$ cat src/rtl/core_lsu_if.sv
// Memory port bundle for the load/store unit: single-outstanding req/gnt/rvalid.
// Master (LSU) drives req/we/addr/wdata; slave (memory) drives gnt/rvalid/rdata.
interface core_lsu_if #(
    parameter int ADDR_W = 8,
    parameter int DATA_W = 16
);
    logic              mem_req;
    logic              mem_we;
    logic [ADDR_W-1:0] mem_addr;
    logic [DATA_W-1:0] mem_wdata;
    logic              mem_gnt;
    logic              mem_rvalid;
    logic [DATA_W-1:0] mem_rdata;

    modport master (
        output mem_req, mem_we, mem_addr, mem_wdata,
        input  mem_gnt, mem_rvalid, mem_rdata
    );

    modport slave (
        input  mem_req, mem_we, mem_addr, mem_wdata,
        output mem_gnt, mem_rvalid, mem_rdata
    );
endinterface

$ cat src/rtl/core_lsu.sv
// Load/store unit: accepts one decoder request, runs it on the memory port,
// writes load data back to the ARF and pulses done_o to release the stall.
// Ports: clk_i/rst_i, lsu_* request, busy_o/done_o, arf_* writeback, mem port.
module core_lsu #(
    parameter int ADDR_W = 8,
    parameter int DATA_W = 16
) (
    input  logic              clk_i,
    input  logic              rst_i,
    input  logic              lsu_en_i,
    input  logic              lsu_wen_i,
    input  logic              lsu_kind_i,
    input  logic [3:0]        rd_i,
    input  logic [ADDR_W-1:0] addr_imm_i,
    input  logic [DATA_W-1:0] rt_val_i,
    input  logic [DATA_W-1:0] rd_val_i,
    output logic              busy_o,
    output logic              done_o,
    output logic              arf_wen_o,
    output logic [3:0]        arf_waddr_o,
    output logic [DATA_W-1:0] arf_wdata_o,
    core_lsu_if.master        mem
);
    typedef enum logic [2:0] {
        IDLE,
        REQ,
        WAIT,
        WB,
        DONE
    } state_t;

    state_t            state_q;
    logic              busy_q;
    logic              done_q;
    logic              arf_wen_q;
    logic [3:0]        arf_waddr_q;
    logic [DATA_W-1:0] arf_wdata_q;
    logic              req_q;
    logic              we_q;
    logic [ADDR_W-1:0] addr_q;
    logic [DATA_W-1:0] wdata_q;
    logic [3:0]        rd_q;
    logic [ADDR_W-1:0] addr_d;

    // Indirect addresses simply drop the upper bits of R[t].
    assign addr_d = lsu_kind_i ? addr_imm_i : rt_val_i[ADDR_W-1:0];

    logic unused_rt_hi;
    assign unused_rt_hi = ^rt_val_i[DATA_W-1:ADDR_W];

    always_ff @(posedge clk_i) begin
        if (rst_i) begin
            state_q     <= IDLE;
            busy_q      <= 1'b0;
            done_q      <= 1'b0;
            arf_wen_q   <= 1'b0;
            arf_waddr_q <= '0;
            arf_wdata_q <= '0;
            req_q       <= 1'b0;
            we_q        <= 1'b0;
            addr_q      <= '0;
            wdata_q     <= '0;
            rd_q        <= '0;
        end else begin
            unique case (state_q)
                IDLE: begin
                    if (lsu_en_i) begin
                        state_q <= REQ;
                        busy_q  <= 1'b1;
                        req_q   <= 1'b1;
                        we_q    <= lsu_wen_i;
                        addr_q  <= addr_d;
                        wdata_q <= rd_val_i;
                        rd_q    <= rd_i;
                    end
                end
                REQ: begin
                    // Address/data stay put until the grant.
                    if (mem.mem_gnt) begin
                        req_q <= 1'b0;
                        if (we_q) begin
                            state_q <= DONE;
                            done_q  <= 1'b1;
                        end else begin
                            state_q <= WAIT;
                        end
                    end
                end
                WAIT: begin
                    if (mem.mem_rvalid) begin
                        state_q     <= WB;
                        done_q      <= 1'b1;
                        arf_wen_q   <= (rd_q != 4'd0);
                        arf_waddr_q <= rd_q;
                        arf_wdata_q <= mem.mem_rdata;
                    end
                end
                WB, DONE: begin
                    // busy stays high through the done cycle.
                    state_q   <= IDLE;
                    busy_q    <= 1'b0;
                    done_q    <= 1'b0;
                    arf_wen_q <= 1'b0;
                end
                default: begin
                    state_q <= IDLE;
                end
            endcase
        end
    end

    assign busy_o        = busy_q;
    assign done_o        = done_q;
    assign arf_wen_o     = arf_wen_q;
    assign arf_waddr_o   = arf_waddr_q;
    assign arf_wdata_o   = arf_wdata_q;
    assign mem.mem_req   = req_q;
    assign mem.mem_we    = we_q;
    assign mem.mem_addr  = addr_q;
    assign mem.mem_wdata = wdata_q;
endmodule

$ cat src/flat_wrapper.sv
// flat-port wrapper written by rule: the top's interface ports become plain ports
module core_lsu_flat 
#(
    parameter int ADDR_W = 8,
    parameter int DATA_W = 16
)
  (clk_i, rst_i, lsu_en_i, lsu_wen_i, lsu_kind_i, rd_i, addr_imm_i, rt_val_i, rd_val_i, busy_o, done_o, arf_wen_o, arf_waddr_o, arf_wdata_o, mem_mem_req, mem_mem_we, mem_mem_addr, mem_mem_wdata, mem_mem_gnt, mem_mem_rvalid, mem_mem_rdata);
  core_lsu_if #(.ADDR_W(ADDR_W), .DATA_W(DATA_W)) mem_i ();
  input  logic clk_i;
  input  logic rst_i;
  input  logic lsu_en_i;
  input  logic lsu_wen_i;
  input  logic lsu_kind_i;
  input  logic [3:0] rd_i;
  input  logic [ADDR_W-1:0] addr_imm_i;
  input  logic [DATA_W-1:0] rt_val_i;
  input  logic [DATA_W-1:0] rd_val_i;
  output logic busy_o;
  output logic done_o;
  output logic arf_wen_o;
  output logic [3:0] arf_waddr_o;
  output logic [DATA_W-1:0] arf_wdata_o;
  output wire logic [$bits(mem_i.mem_req)-1:0] mem_mem_req;
  output wire logic [$bits(mem_i.mem_we)-1:0] mem_mem_we;
  output wire logic [$bits(mem_i.mem_addr)-1:0] mem_mem_addr;
  output wire logic [$bits(mem_i.mem_wdata)-1:0] mem_mem_wdata;
  input wire logic [$bits(mem_i.mem_gnt)-1:0] mem_mem_gnt;
  input wire logic [$bits(mem_i.mem_rvalid)-1:0] mem_mem_rvalid;
  input wire logic [$bits(mem_i.mem_rdata)-1:0] mem_mem_rdata;
  assign mem_mem_req = mem_i.mem_req;
  assign mem_mem_we = mem_i.mem_we;
  assign mem_mem_addr = mem_i.mem_addr;
  assign mem_mem_wdata = mem_i.mem_wdata;
  assign mem_i.mem_gnt = mem_mem_gnt;
  assign mem_i.mem_rvalid = mem_mem_rvalid;
  assign mem_i.mem_rdata = mem_mem_rdata;
  core_lsu #(.ADDR_W(ADDR_W), .DATA_W(DATA_W)) u_core (.clk_i(clk_i), .rst_i(rst_i), .lsu_en_i(lsu_en_i), .lsu_wen_i(lsu_wen_i), .lsu_kind_i(lsu_kind_i), .rd_i(rd_i), .addr_imm_i(addr_imm_i), .rt_val_i(rt_val_i), .rd_val_i(rd_val_i), .busy_o(busy_o), .done_o(done_o), .arf_wen_o(arf_wen_o), .arf_waddr_o(arf_waddr_o), .arf_wdata_o(arf_wdata_o), .mem(mem_i));
endmodule
$ cat config.mk
export PLATFORM = sky130hd
export DESIGN_NAME = core_lsu_flat
export DESIGN_NICKNAME = d
export VERILOG_FILES = /design/src/rtl/core_lsu_if.sv /design/src/rtl/core_lsu.sv /design/src/flat_wrapper.sv
export SDC_FILE = /design/constraint.sdc
export NUM_CORES = 1
export LEC_CHECK = 0
export CAP_MARGIN = 20
export CORE_MARGIN = 4
export CORE_UTILIZATION = 55
export CTS_CLUSTER_DIAMETER = 80
export DETAILED_ROUTE_END_ITERATION = 8
export DONT_BUFFER_PORTS = 1
export PLACE_DENSITY = 0.8
export SYNTH_ARGS = -nofsm -noshare
export SYNTH_HDL_FRONTEND = slang
export SYNTH_SLANG_ARGS = --single-unit
$ cat constraint.sdc
create_clock -name clk_i -period 1.3 [get_ports clk_i]
set_input_delay 0.26 -clock clk_i [delete_from_list [all_inputs] [get_ports clk_i]]
set_output_delay 0.26 -clock clk_i [all_outputs]
set_load 0.02 [all_outputs]
==> impl_metrics.tcl <==
set metrics [dict create \
    yosys-top-cells-count "85 x nand2_1, 56 x dfxtp_1, 42 x a21oi_1" \
    drt-total-wl_um 5260 \
    hold_viol 0 \
    ctsLongestPathBuffers 2 \
    gp_congestion 0.732 \
    outcome "finished, violations left" \
    critical_path_class "flop to flop" \
    numCtsBuffers 5 \
    antenna_left 0 \
    netlist_top_cells_area "dfxtp_1 52%, nand2_1 15%, a21oi_1 9.8%" \
    rsz0062_at_grt "true" \
    start_util 0.575 \
    slowest_delay_ns 0.64 \
    synth_top_area_cell "dfxtp_1" \
    finClkSkew_ns 0.00502 \
    ioPinCount 116 \
    drc 0 \
    synth_top_area_share 0.525 \
    max_slew_margin 0.458 \
    pwr_density_cell_mw_per_mm2 1420 \
    start_kind "flop" \
    grt_pass1_wl_um 7390 \
    fill_cells 313 \
    stdcell_count 312 \
    setup_viol 9 \
    syn_avg_cell_area_sq_um 8.41 \
    syn_nets 321 \
    cts.sinks 56 \
    grt_max_degree 50 \
    min_path_type "primary input to flop" \
    dp_cells 293 \
    ys_types 25 \
    slowest_stage "or4b_4" \
    dp_slack_ns -0.0551 \
    dpl_cell_area_sq_mm 0.00217 \
    yosysMostFrequentCell "nand2_1" \
    clock_latency_ns 0.31 \
    hpwl_um 3170 \
    synth_edf_count 0 \
    die_w_um 70.3 \
    die_h_um 70.3 \
    die-area_sq_mm 0.00495 \
    syn_inst 254 \
    multi_input_area_sq_um 990 \
    drtIter0Drc 97 \
    track_usage 0.184 \
    path_cells "or4b_4, nand2_1, a21oi_2" \
    clk_pin_slew_ns 0.09 \
    async_flop_share 0 \
    p_leak_nw 0.917 \
    violations "negative setup slack" \
    synth_top_flop_cell "dfxtp_1" \
    viasPerCell 5.61 \
    syn_area_sq_mm 0.00214 \
    endpoint_kind "flop" \
    post-route-period-util 1.02 \
    ff2ff_path_depth 3 \
    timing.rr.end "u_core.mem.mem_wdata[14]" \
    peakVddDrop_uv 975 \
    dr.pass1.iters 4 \
    required_ns 1.46 \
    worstReg2RegStart "u_core.state_q[2]" \
    portBuffers 0 \
    rows 22 \
    fin_ws_ns -0.0304 \
    final_nets 330 \
    cp_max_fo 10 \
    vias 1749 \
    wl_per_cell_um 16.9 \
    endpoint "u_core.mem.mem_wdata[14]" \
    finalCriticalPeriod_ns 1.33 \
    core_sq_mm 0.00372 \
    drv_slew 0 \
    grt_pass1_vias 1639 \
    cp.arrival_ns 1.50 \
    grt_overflow 0 \
    antenna_found_initial 0 \
    ys_seq_area_frac 0.525 \
    htree_levels 2 \
    max_slew.worst_pin.slew_ns 0.811 \
    hold_depth 1 \
    layout-drive-gt1-share 0.193 \
    cts_tree "yes" \
    power_mw 3.59 \
    timing.fmax_mhz 752 \
    antenna_cells 0 \
    area_growth_pct 18.4 \
    ys_ff_latch 56 \
    synth-warning-count 0 \
    cts_root_buf "clkbuf_8" \
    maxCapViolations 0 \
    ff_latch_area_sq_mm 0.00113 \
    final_area_sq_mm 0.00253 \
    r2r_slack_ns -0.03 \
    cp-startpoint "u_core.state_q[2]" \
]
==> worst min path at each step <==
stage	end	slack (ns)	start
after floorplan	u_core.arf_wdata_o[0]	0.40	mem_mem_rdata[0]
after detailed placement	u_core.mem.mem_wdata[0]	0.34	rst_i
after CTS	u_core.arf_wdata_o[8]	0.0008	rst_i
final	u_core.arf_wdata_o[4]	0.01	rst_i
after global placement	u_core.mem.mem_wdata[8]	0.33	rst_i
after global routing	u_core.mem.mem_req	0.0005	rst_i
==> cell type report <==
| cell class | instances | share of cell area |
|---|---|---|
| Timing Repair Buffer | 21 | 0.0905 |
| Sequential cell | 56 | 0.448 |
| Multi-Input combinational cell | 177 | 0.391 |
| Clock inverter | 3 | 0.0168 |
| Clock buffer | 5 | 0.0272 |
| Inverter | 2 | 0.00297 |
| Tap cell | 48 | 0.0237 |
==> cells in the final DEF, fill, tap and decap left out, types with 2 or more instances in the layout <==
cell type and n:
clkbuf_8 5, nand2_1 85, dfxtp_4 3, nor2_2 6, dfxtp_1 53, a211oi_1 2, buf_6 5, nor2b_1 5
a211oi_2 6, buf_4 9, a31oi_1 3, or4b_4 2, buf_12 2, a21oi_1 39, nor3_1 3, inv_1 2
nor2_1 5, dlygate4sd3_1 4, mux2i_1 8, a21oi_2 3
==> where the power goes <==
part | switching (mW) | internal (mW) | total, mW | leakage (nW)
sequential | 0.191 | 1.82 | 2.01 | 0.460
combinational | 0.237 | 0.235 | 0.473 | 0.403
clock | 0.542 | 0.570 | 1.11 | 0.0541
total | 0.971 | 2.62 | 3.59 | 0.917
==> sequential cells by signal (all words and copies together) (netlist names) <==
| register | count |
|---|---|
| u_core.busy_o | 1 |
| u_core.arf_waddr_o | 4 |
| u_core.done_o | 1 |
| u_core.mem.mem_wdata | 16 |
| u_core.arf_wen_o | 1 |
| u_core.mem.mem_we | 1 |
| u_core.arf_wdata_o | 16 |
| u_core.state_q | 3 |
| u_core.mem.mem_addr | 8 |
| u_core.rd_q | 4 |
| u_core.mem.mem_req | 1 |
==> routing by layer <==
metal  vias to the layer above  GRT usage  wire length [um]
li1                        860          -                 -
met1                       794      0.213              2130
met2                        90      0.310              2570
met3                         5     0.0791               520
met4                         0     0.0511                53
met5                         -          0                 0
==> metrics by stage <==
step                TNS (ns)   util  hold WS (ns)
floorplan              -1.43      -         0.396
global placement      -0.427  0.585         0.333
detailed placement    -0.971  0.585         0.337
CTS                   -0.506  0.632      0.000830
global route           -1.30  0.681      0.000469
finish                -0.135  0.681        0.0137
==> worst max-delay path, delay by kind of cell (launching register included) <==
kind / cells / cell delay [ns]
DFF: 1 / 0.38
AOI/OAI and AO/OA: 1 / 0.05
and+or+nand+nor: 2 / 0.76
==> cells by family (layout without fill, tap and decap cells) <==
kind of cell / Yosys count / after routing / synth area share
AND/OR/NAND/NOR: 111 / 112 / 0.227
AO/OA/AOI/OAI: 57 / 57 / 0.152
flip-flops: 56 / 56 / 0.525
buffers and inverters: 22 / 31 / 0.0591
multiplexers: 8 / 8 / 0.0375
==> timing repair <==
item	in CTS	in global routing
pin swaps	12	16
setup buffers	4	0
resized for setup	3	35
hold buffers	2	2
setup endpoints to repair	31	55
gates cloned	1	2
hold endpoints to repair	6	21
Power figures use the tool's default switching activity.
